--- src/rtl/wb_arbiter.sv ---
// wb_arbiter: writeback arbiter for NUM_SRC execution-unit result ports.
// Each source feeds a small circular FIFO. Every cycle up to two
// non-empty heads are granted round-robin onto two registered writeback
// broadcast ports. A flush kills buffered and incoming entries younger
// than the flush boundary.
// Optional feature macro: WB_ARB_PERF_EN adds perf_wb_stall_cnt.
`ifndef INSTR_ID_WIDTH
`define INSTR_ID_WIDTH 5
`endif

module wb_arbiter #(
  parameter int NUM_SRC     = 3,
  parameter int BUF_DEPTH   = 2,
  parameter int PREG_WIDTH  = 6,
  parameter int ROBID_WIDTH = `INSTR_ID_WIDTH + 1
) (
  input  logic                                  clock,
  input  logic                                  reset,
  input  logic [NUM_SRC-1:0]                    src_valid,
  output logic [NUM_SRC-1:0]                    src_ready,
  input  logic [NUM_SRC-1:0]                    src_need_to_wb,
  input  logic [NUM_SRC-1:0][PREG_WIDTH-1:0]    src_prd,
  input  logic [NUM_SRC-1:0][ROBID_WIDTH-1:0]   src_robid,
  output logic                                  writeback0_valid,
  output logic                                  writeback0_need_to_wb,
  output logic [PREG_WIDTH-1:0]                 writeback0_prd,
  output logic [ROBID_WIDTH-1:0]                writeback0_robid,
  output logic                                  writeback1_valid,
  output logic                                  writeback1_need_to_wb,
  output logic [PREG_WIDTH-1:0]                 writeback1_prd,
  output logic [ROBID_WIDTH-1:0]                writeback1_robid,
  input  logic                                  flush_valid,
  input  logic [ROBID_WIDTH-1:0]                flush_robid
`ifdef WB_ARB_PERF_EN
  ,
  output logic [31:0]                           perf_wb_stall_cnt
`endif
);

  localparam int PTR_W = (BUF_DEPTH > 1) ? $clog2(BUF_DEPTH) : 1;
  localparam int CNT_W = $clog2(BUF_DEPTH + 1);
  localparam int SRC_W = (NUM_SRC > 1) ? $clog2(NUM_SRC) : 1;

  typedef struct packed {
    logic                   need_to_wb;
    logic [PREG_WIDTH-1:0]  prd;
    logic [ROBID_WIDTH-1:0] robid;
  } entry_t;

  // a is younger than b; MSB is the ROB wrap bit
  function automatic logic younger(input logic [ROBID_WIDTH-1:0] a,
                                   input logic [ROBID_WIDTH-1:0] b);
    logic [ROBID_WIDTH-2:0] ai;
    logic [ROBID_WIDTH-2:0] bi;
    ai = a[ROBID_WIDTH-2:0];
    bi = b[ROBID_WIDTH-2:0];
    if (a[ROBID_WIDTH-1] != b[ROBID_WIDTH-1]) return (ai < bi);
    else                                      return (ai > bi);
  endfunction

  // callers never pass more than 2*BUF_DEPTH-1, so one subtract suffices
  function automatic logic [PTR_W-1:0] ptr_wrap(input int v);
    int t;
    t = (v >= BUF_DEPTH) ? v - BUF_DEPTH : v;
    return PTR_W'(t);
  endfunction

  function automatic logic [SRC_W-1:0] src_wrap(input int v);
    int t;
    t = (v >= NUM_SRC) ? v - NUM_SRC : v;
    return SRC_W'(t);
  endfunction

  // FIFO state
  entry_t           r_mem  [NUM_SRC][BUF_DEPTH];
  logic [PTR_W-1:0] r_head [NUM_SRC];
  logic [PTR_W-1:0] r_tail [NUM_SRC];
  logic [CNT_W-1:0] r_cnt  [NUM_SRC];
  logic [SRC_W-1:0] r_rr;

  // per-source next-state helpers
  logic [CNT_W-1:0] w_surv   [NUM_SRC];
  logic [PTR_W-1:0] w_wr_idx [NUM_SRC];
  entry_t           w_head_ent [NUM_SRC];
  logic [NUM_SRC-1:0] w_elig;
  logic [NUM_SRC-1:0] w_kill;
  logic [NUM_SRC-1:0] w_push;
  logic [NUM_SRC-1:0] w_pop;

  // grant selection
  logic             w_g0_vld, w_g1_vld;
  logic [SRC_W-1:0] w_g0_src, w_g1_src, w_last, w_rr_nxt;

  // registered writeback ports
  logic                   r_wb0_vld, r_wb0_need, r_wb1_vld, r_wb1_need;
  logic [PREG_WIDTH-1:0]  r_wb0_prd, r_wb1_prd;
  logic [ROBID_WIDTH-1:0] r_wb0_robid, r_wb1_robid;

  // ready depends only on registered occupancy
  always_comb begin
    for (int s = 0; s < NUM_SRC; s++)
      src_ready[s] = (r_cnt[s] < CNT_W'(BUF_DEPTH));
  end

  // survivors after flush (always an oldest prefix), push qualification,
  // and write slot: a flush retracts the tail to just past the survivors
  always_comb begin
    for (int s = 0; s < NUM_SRC; s++) begin
      w_surv[s] = '0;
      for (int k = 0; k < BUF_DEPTH; k++) begin
        if ((k < int'(r_cnt[s])) &&
            !(flush_valid &&
              younger(r_mem[s][ptr_wrap(int'(r_head[s]) + k)].robid, flush_robid)))
          w_surv[s] = w_surv[s] + CNT_W'(1);
      end
      w_elig[s]     = (w_surv[s] != '0);
      w_kill[s]     = (w_surv[s] != r_cnt[s]);
      w_push[s]     = src_valid[s] && src_ready[s] &&
                      !(flush_valid && younger(src_robid[s], flush_robid));
      w_wr_idx[s]   = w_kill[s] ? ptr_wrap(int'(r_head[s]) + int'(w_surv[s])) : r_tail[s];
      w_head_ent[s] = r_mem[s][r_head[s]];
    end
  end

  // round-robin pick of up to two eligible heads starting at r_rr
  always_comb begin
    w_g0_vld = 1'b0;
    w_g1_vld = 1'b0;
    w_g0_src = '0;
    w_g1_src = '0;
    for (int k = 0; k < NUM_SRC; k++) begin
      if (w_elig[src_wrap(int'(r_rr) + k)]) begin
        if (!w_g0_vld) begin
          w_g0_vld = 1'b1;
          w_g0_src = src_wrap(int'(r_rr) + k);
        end else if (!w_g1_vld) begin
          w_g1_vld = 1'b1;
          w_g1_src = src_wrap(int'(r_rr) + k);
        end
      end
    end
    w_pop = '0;
    if (w_g0_vld) w_pop[w_g0_src] = 1'b1;
    if (w_g1_vld) w_pop[w_g1_src] = 1'b1;
    w_last   = w_g1_vld ? w_g1_src : w_g0_src;
    w_rr_nxt = w_g0_vld ? src_wrap(int'(w_last) + 1) : r_rr;
  end

  // FIFO payload storage; occupancy is reset separately so no reset here
  always_ff @(posedge clock) begin
    for (int s = 0; s < NUM_SRC; s++) begin
      if (w_push[s])
        r_mem[s][w_wr_idx[s]] <= '{need_to_wb: src_need_to_wb[s],
                                   prd:        src_prd[s],
                                   robid:      src_robid[s]};
    end
  end

  // FIFO pointers, counts and round-robin pointer
  always_ff @(posedge clock) begin
    if (reset) begin
      for (int s = 0; s < NUM_SRC; s++) begin
        r_head[s] <= '0;
        r_tail[s] <= '0;
        r_cnt[s]  <= '0;
      end
      r_rr <= '0;
    end else begin
      for (int s = 0; s < NUM_SRC; s++) begin
        r_head[s] <= w_pop[s] ? ptr_wrap(int'(r_head[s]) + 1) : r_head[s];
        r_cnt[s]  <= w_surv[s] - CNT_W'(w_pop[s]) + CNT_W'(w_push[s]);
        r_tail[s] <= ptr_wrap(int'(r_head[s]) + int'(w_surv[s]) + int'(w_push[s]));
      end
      r_rr <= w_rr_nxt;
    end
  end

  // writeback broadcast registers; fields hold when the port idles
  always_ff @(posedge clock) begin
    if (reset) begin
      r_wb0_vld   <= 1'b0;
      r_wb0_need  <= 1'b0;
      r_wb0_prd   <= '0;
      r_wb0_robid <= '0;
      r_wb1_vld   <= 1'b0;
      r_wb1_need  <= 1'b0;
      r_wb1_prd   <= '0;
      r_wb1_robid <= '0;
    end else begin
      r_wb0_vld <= w_g0_vld;
      r_wb1_vld <= w_g1_vld;
      if (w_g0_vld) begin
        r_wb0_need  <= w_head_ent[w_g0_src].need_to_wb;
        r_wb0_prd   <= w_head_ent[w_g0_src].prd;
        r_wb0_robid <= w_head_ent[w_g0_src].robid;
      end
      if (w_g1_vld) begin
        r_wb1_need  <= w_head_ent[w_g1_src].need_to_wb;
        r_wb1_prd   <= w_head_ent[w_g1_src].prd;
        r_wb1_robid <= w_head_ent[w_g1_src].robid;
      end
    end
  end

  assign writeback0_valid      = r_wb0_vld;
  assign writeback0_need_to_wb = r_wb0_need;
  assign writeback0_prd        = r_wb0_prd;
  assign writeback0_robid      = r_wb0_robid;
  assign writeback1_valid      = r_wb1_vld;
  assign writeback1_need_to_wb = r_wb1_need;
  assign writeback1_prd        = r_wb1_prd;
  assign writeback1_robid      = r_wb1_robid;

`ifdef WB_ARB_PERF_EN
  logic        w_stall;
  logic [31:0] r_stall_cnt;
  assign w_stall = |(w_elig & ~w_pop);

  // count cycles where some live head lost arbitration
  always_ff @(posedge clock) begin
    if (reset)        r_stall_cnt <= '0;
    else if (w_stall) r_stall_cnt <= r_stall_cnt + 32'd1;
  end

  assign perf_wb_stall_cnt = r_stall_cnt;
`endif

endmodule

--- config.mk ---
export PLATFORM = sky130hd
export DESIGN_NAME = wb_arbiter
export DESIGN_NICKNAME = d
export VERILOG_FILES = /design/src/rtl/wb_arbiter.sv
export SDC_FILE = /design/constraint.sdc
export NUM_CORES = 1
export LEC_CHECK = 0
export ABC_AREA = 1
export BUFFER_PORTS_ARGS = -buffer_cell sky130_fd_sc_hd__buf_2
export CAP_MARGIN = 10
export CORE_MARGIN = 2
export CORE_UTILIZATION = 50
export DETAILED_ROUTE_END_ITERATION = 10
export HOLD_SLACK_MARGIN = 0.05
export PLACE_DENSITY = 0.77
export SETUP_SLACK_MARGIN = 0.5
export SKIP_CTS_REPAIR_TIMING = 1
export SLEW_MARGIN = 20
export SYNTH_ARGS = -nofsm -noshare
export SYNTH_HDL_FRONTEND = slang
export SYNTH_SLANG_ARGS = --single-unit
--- constraint.sdc ---
create_clock -name clock -period 4 [get_ports clock]
set_input_delay 0 -clock clock [delete_from_list [all_inputs] [get_ports clock]]
set_output_delay 0 -clock clock [all_outputs]
set_load 0.02 [all_outputs]
==> metrics.cfg <==
[clocking]
cts_tree=yes
cts-root-buf=clkbuf_16
path_clk_slew_ns=0.05
clk_latency_ns=0.43
numCtsBuffers=17
cts_buffer_depth=2
cts_sinks=120
cts_htree_levels=4

[global_routing]
antenna_found_initial=0
grt_util_met1_pct=30.2
grt_pass1_vias=5780
grt_pass1_wl_um=28600
top_usage_layer=met2
grt_max_degree=36
use_met3_pct=5.11
gr-usage-met2_pct=38.6
grt_use_total_pct=23.8
grt_remaining_overflow=0

[power]
ir_drop_mv=0.694
pwr-share-clk_pct=14.0
pwr_density_cell_nw_per_um2=1020
p_seq_share_pct=21.1
switching_share_pct=47.3
combPwrFrac_pct=64.8
switchingPower_mw=4.64
p_leak_nw=4.55
p_int_mw=5.17
power_mw=9.81

[floorplanning]
num_rows=43
core_um2=14000
die_area_um2=15400
ioPinCount=82
start_util_pct=51.7
die_h_um=124
die-width_um=124

[status]
status=finished clean

[flow_run]
maxCapViolCount=0

[hold_path]
hold_path_class=primary input to register
whs_path_depth=4
min_from=flush_valid
min_to=r_tail[0][1]$_SDFF_PP0_

[setup_path]
crit_family=simple AND/OR/NAND/NOR gates
cpPeakStageDelay_ns=0.41
worstSetupPathType=register to register
startpoint_type=register
crit_slowest_cell=dfxtp_4
cp-end-kind=register
rrSetupSlack_ns=0.13
r2r-start=r_head[0][0]$_SDFFE_PP0N_
worstPathArrival_ns=4.22
r2r-end=r_cnt[0][3]$_SDFF_PP0_
rr_worst_depth=26
crit_buf_inv=5
crit_required_ns=4.35
path_max_fanout=5

[timing]
skew_ns=0.00793
holdWs_ns=0.171
slew_viol_final=0
tightestPinTransition_ns=1.06
min_period_ns=3.87
setup_viol=0
max_freq_ghz=0.258
fin_setup_tns_ns=0
hold_viol_final=0
rsz0062_at_grt=true
slew_headroom_pct=29.2
fin_crit_sh_pct=96.8

[logic_synthesis]
syn_avg_cell_area_um2=8.26
synth_area_leaders=edfxtp_1, nand2_1, dfxtp_1, ha_1, inv_1
synth_ff_type=edfxtp_1
yosysWarnings=0
netlist_instances=876
yosysSeqAreaShare_pct=44.0
yosys.area.top_type_share_pct=32.4
synth_edf_count=78
synthDistinctLibCells=39
ys_ff_latch=120
syn_nets=987
synth_area_leader_cell=edfxtp_1
syn_area_um2=7230
ys_async_sr_fraction_pct=0

[routing]
drt_iter0_drc=599
num_vias=6848
routed_wirelength_um=21200
wl_per_cell_um=17.1
drc=0
vias_per_cell=5.50
firstDrtPassIters=5
ant_nets=0

[layout]
n_antenna_cell=0
final_cells=1244
final_nets=1162
final_util_pct=69.0
syn_to_final_growth_pct=33.5
fill_cells=1037
drive_above_1_share_pct=27.3

[place]
gp_congestion=0.972
dp_cells=1142
portBuffers=81
dp_hpwl_um=13800

## per-layer routing
| metal | part of all wire (%) | routed length [µm] |
|---|---|---|
| met3 | 6.6 | 1400 |
| met1 | 39 | 8310 |
| met4 | 4.0 | 852 |
| met2 | 50 | 10600 |
| met5 | 0.32 | 69 |
## through the flow
step                      area (µm²)  worst slack [ns]
after global routing            9660           -0.0978
after detailed placement        8010           -0.0314
final                           9660             0.129
after CTS                       8550           -0.0633
after floorplan                 7330             0.439
after global placement          8010            0.0583
## cell usage after synthesis, drive strengths merged, types with 3 or more instances
| library cell | count |
|---|---|
| nand4 | 10 |
| a21boi | 13 |
| ha | 60 |
| edfxtp | 78 |
| a31oi | 4 |
| buf | 16 |
| mux2i | 3 |
| xnor2 | 9 |
| nor2 | 36 |
| inv | 107 |
| or2 | 9 |
| clkbuf | 13 |
| nand3 | 70 |
| o21ai | 48 |
| xor2 | 9 |
| nand2 | 276 |
| o221ai | 4 |
| dfxtp | 42 |
| a21oi | 58 |
| o21a | 3 |
## cell families (layout without fill, tap and decap cells)
family,count (synthesis),after routing,synth area share (%)
AND/OR/NAND/NOR,405,406,25.0
adder cells (fa/ha/maj),60,60,10.4
flip-flops,120,120,44.0
buffers and inverters,137,324,7.89
XOR/XNOR,18,18,2.18
AO/OA/AOI/OAI,133,133,10.1
multiplexers,3,3,0.415
## registers in the layout (all words and copies together), names as in the netlist, 3 cells and up
| signal | flops |
|---|---|
| r_cnt | 6 |
| r_mem | 78 |
| r_head | 3 |
| writeback1_robid | 6 |
| writeback0_robid | 6 |
| writeback0_prd | 6 |
| writeback1_prd | 6 |
| r_tail | 3 |
## how the worst max path moves through the flow
stage | start | end | slack [ns] | cells past startpoint
floorplan | r_head[0][0]$_SDFFE_PP0N_ | r_cnt[0][1]$_SDFF_PP0_ | 0.44 | 30
global placement | r_head[0][0]$_SDFFE_PP0N_ | r_cnt[0][1]$_SDFF_PP0_ | 0.06 | 26
detailed placement | r_head[0][0]$_SDFFE_PP0N_ | r_cnt[0][1]$_SDFF_PP0_ | -0.03 | 26
CTS | r_head[0][0]$_SDFFE_PP0N_ | r_cnt[0][1]$_SDFF_PP0_ | -0.06 | 26
global route | r_head[0][0]$_SDFFE_PP0N_ | r_cnt[0][1]$_SDFF_PP0_ | -0.1 | 28
finish | r_head[0][0]$_SDFFE_PP0N_ | r_cnt[0][3]$_SDFF_PP0_ | 0.13 | 26
## power groups by stage
| stage | Sequential (mW) | Combinational [mW] | Clock [mW] |
|---|---|---|---|
| after CTS | 2.04 | 4.93 | 1.39 |
| after global placement | 2.05 | 4.81 | 0 |
| after detailed placement | 2.06 | 4.90 | 0 |
| after global routing | 2.11 | 6.97 | 1.45 |
| final | 2.07 | 6.36 | 1.38 |
| after floorplan | 2.12 | 3.68 | 0 |
## cells in the final DEF, fill, tap and decap left out, drive strengths merged, types with 3 or more instances in the layout
master | netlist | layout
clkbuf | 13 | 21
dfxtp | 42 | 42
buf | 16 | 140
ha | 60 | 60
nand3 | 70 | 70
xor2 | 9 | 9
o221ai | 4 | 4
clkinvlp | 0 | 3
mux2i | 3 | 3
a21boi | 13 | 13
o21ai | 48 | 48
nor2 | 36 | 36
inv | 107 | 110
xnor2 | 9 | 9
o21a | 3 | 3
clkinv | 1 | 7
dlygate4sd3 | 0 | 43
edfxtp | 78 | 78
or2 | 9 | 9
nand2 | 276 | 277
a21oi | 58 | 58
nand4 | 10 | 10
a31oi | 4 | 4
## area by class of cell
| cell class | count | area [µm²] | share of cell area (%) |
|---|---|---|---|
| inverter | 108 | 419 | 4.34 |
| clock buffer | 21 | 460 | 4.77 |
| tap | 180 | 225 | 2.33 |
| timing repair buffer | 183 | 1340 | 13.9 |
| sequential | 120 | 3190 | 33.1 |
| multi-input combinational | 620 | 3940 | 40.8 |
| timing repair inverter | 1 | 7.51 | 0.0778 |
| clock inverter | 11 | 72.6 | 0.752 |
## worst reg2reg max path, stage by stage, from the launching register on
cell        delay [ns]
dfxtp_4           0.41
clkinvlp_4        0.17
nand2_2           0.11
o21ai_2           0.07
ha_1              0.32
nand2_1           0.07
nor2_2            0.15
inv_1             0.08
o221ai_2          0.15
nand2_1           0.10
a31oi_2           0.25
inv_2             0.07
ha_4              0.19
inv_2             0.05
nand2_2           0.05
nand3_2           0.09
nand2_4           0.10
nand2_8           0.13
nor2_2            0.06
nor2_4            0.17
nand2_2           0.13
ha_4              0.28
inv_2             0.04
ha_4              0.15
xor2_2            0.14
o21ai_1           0.08
a21oi_1           0.18
Power figures use the tool's default switching activity.
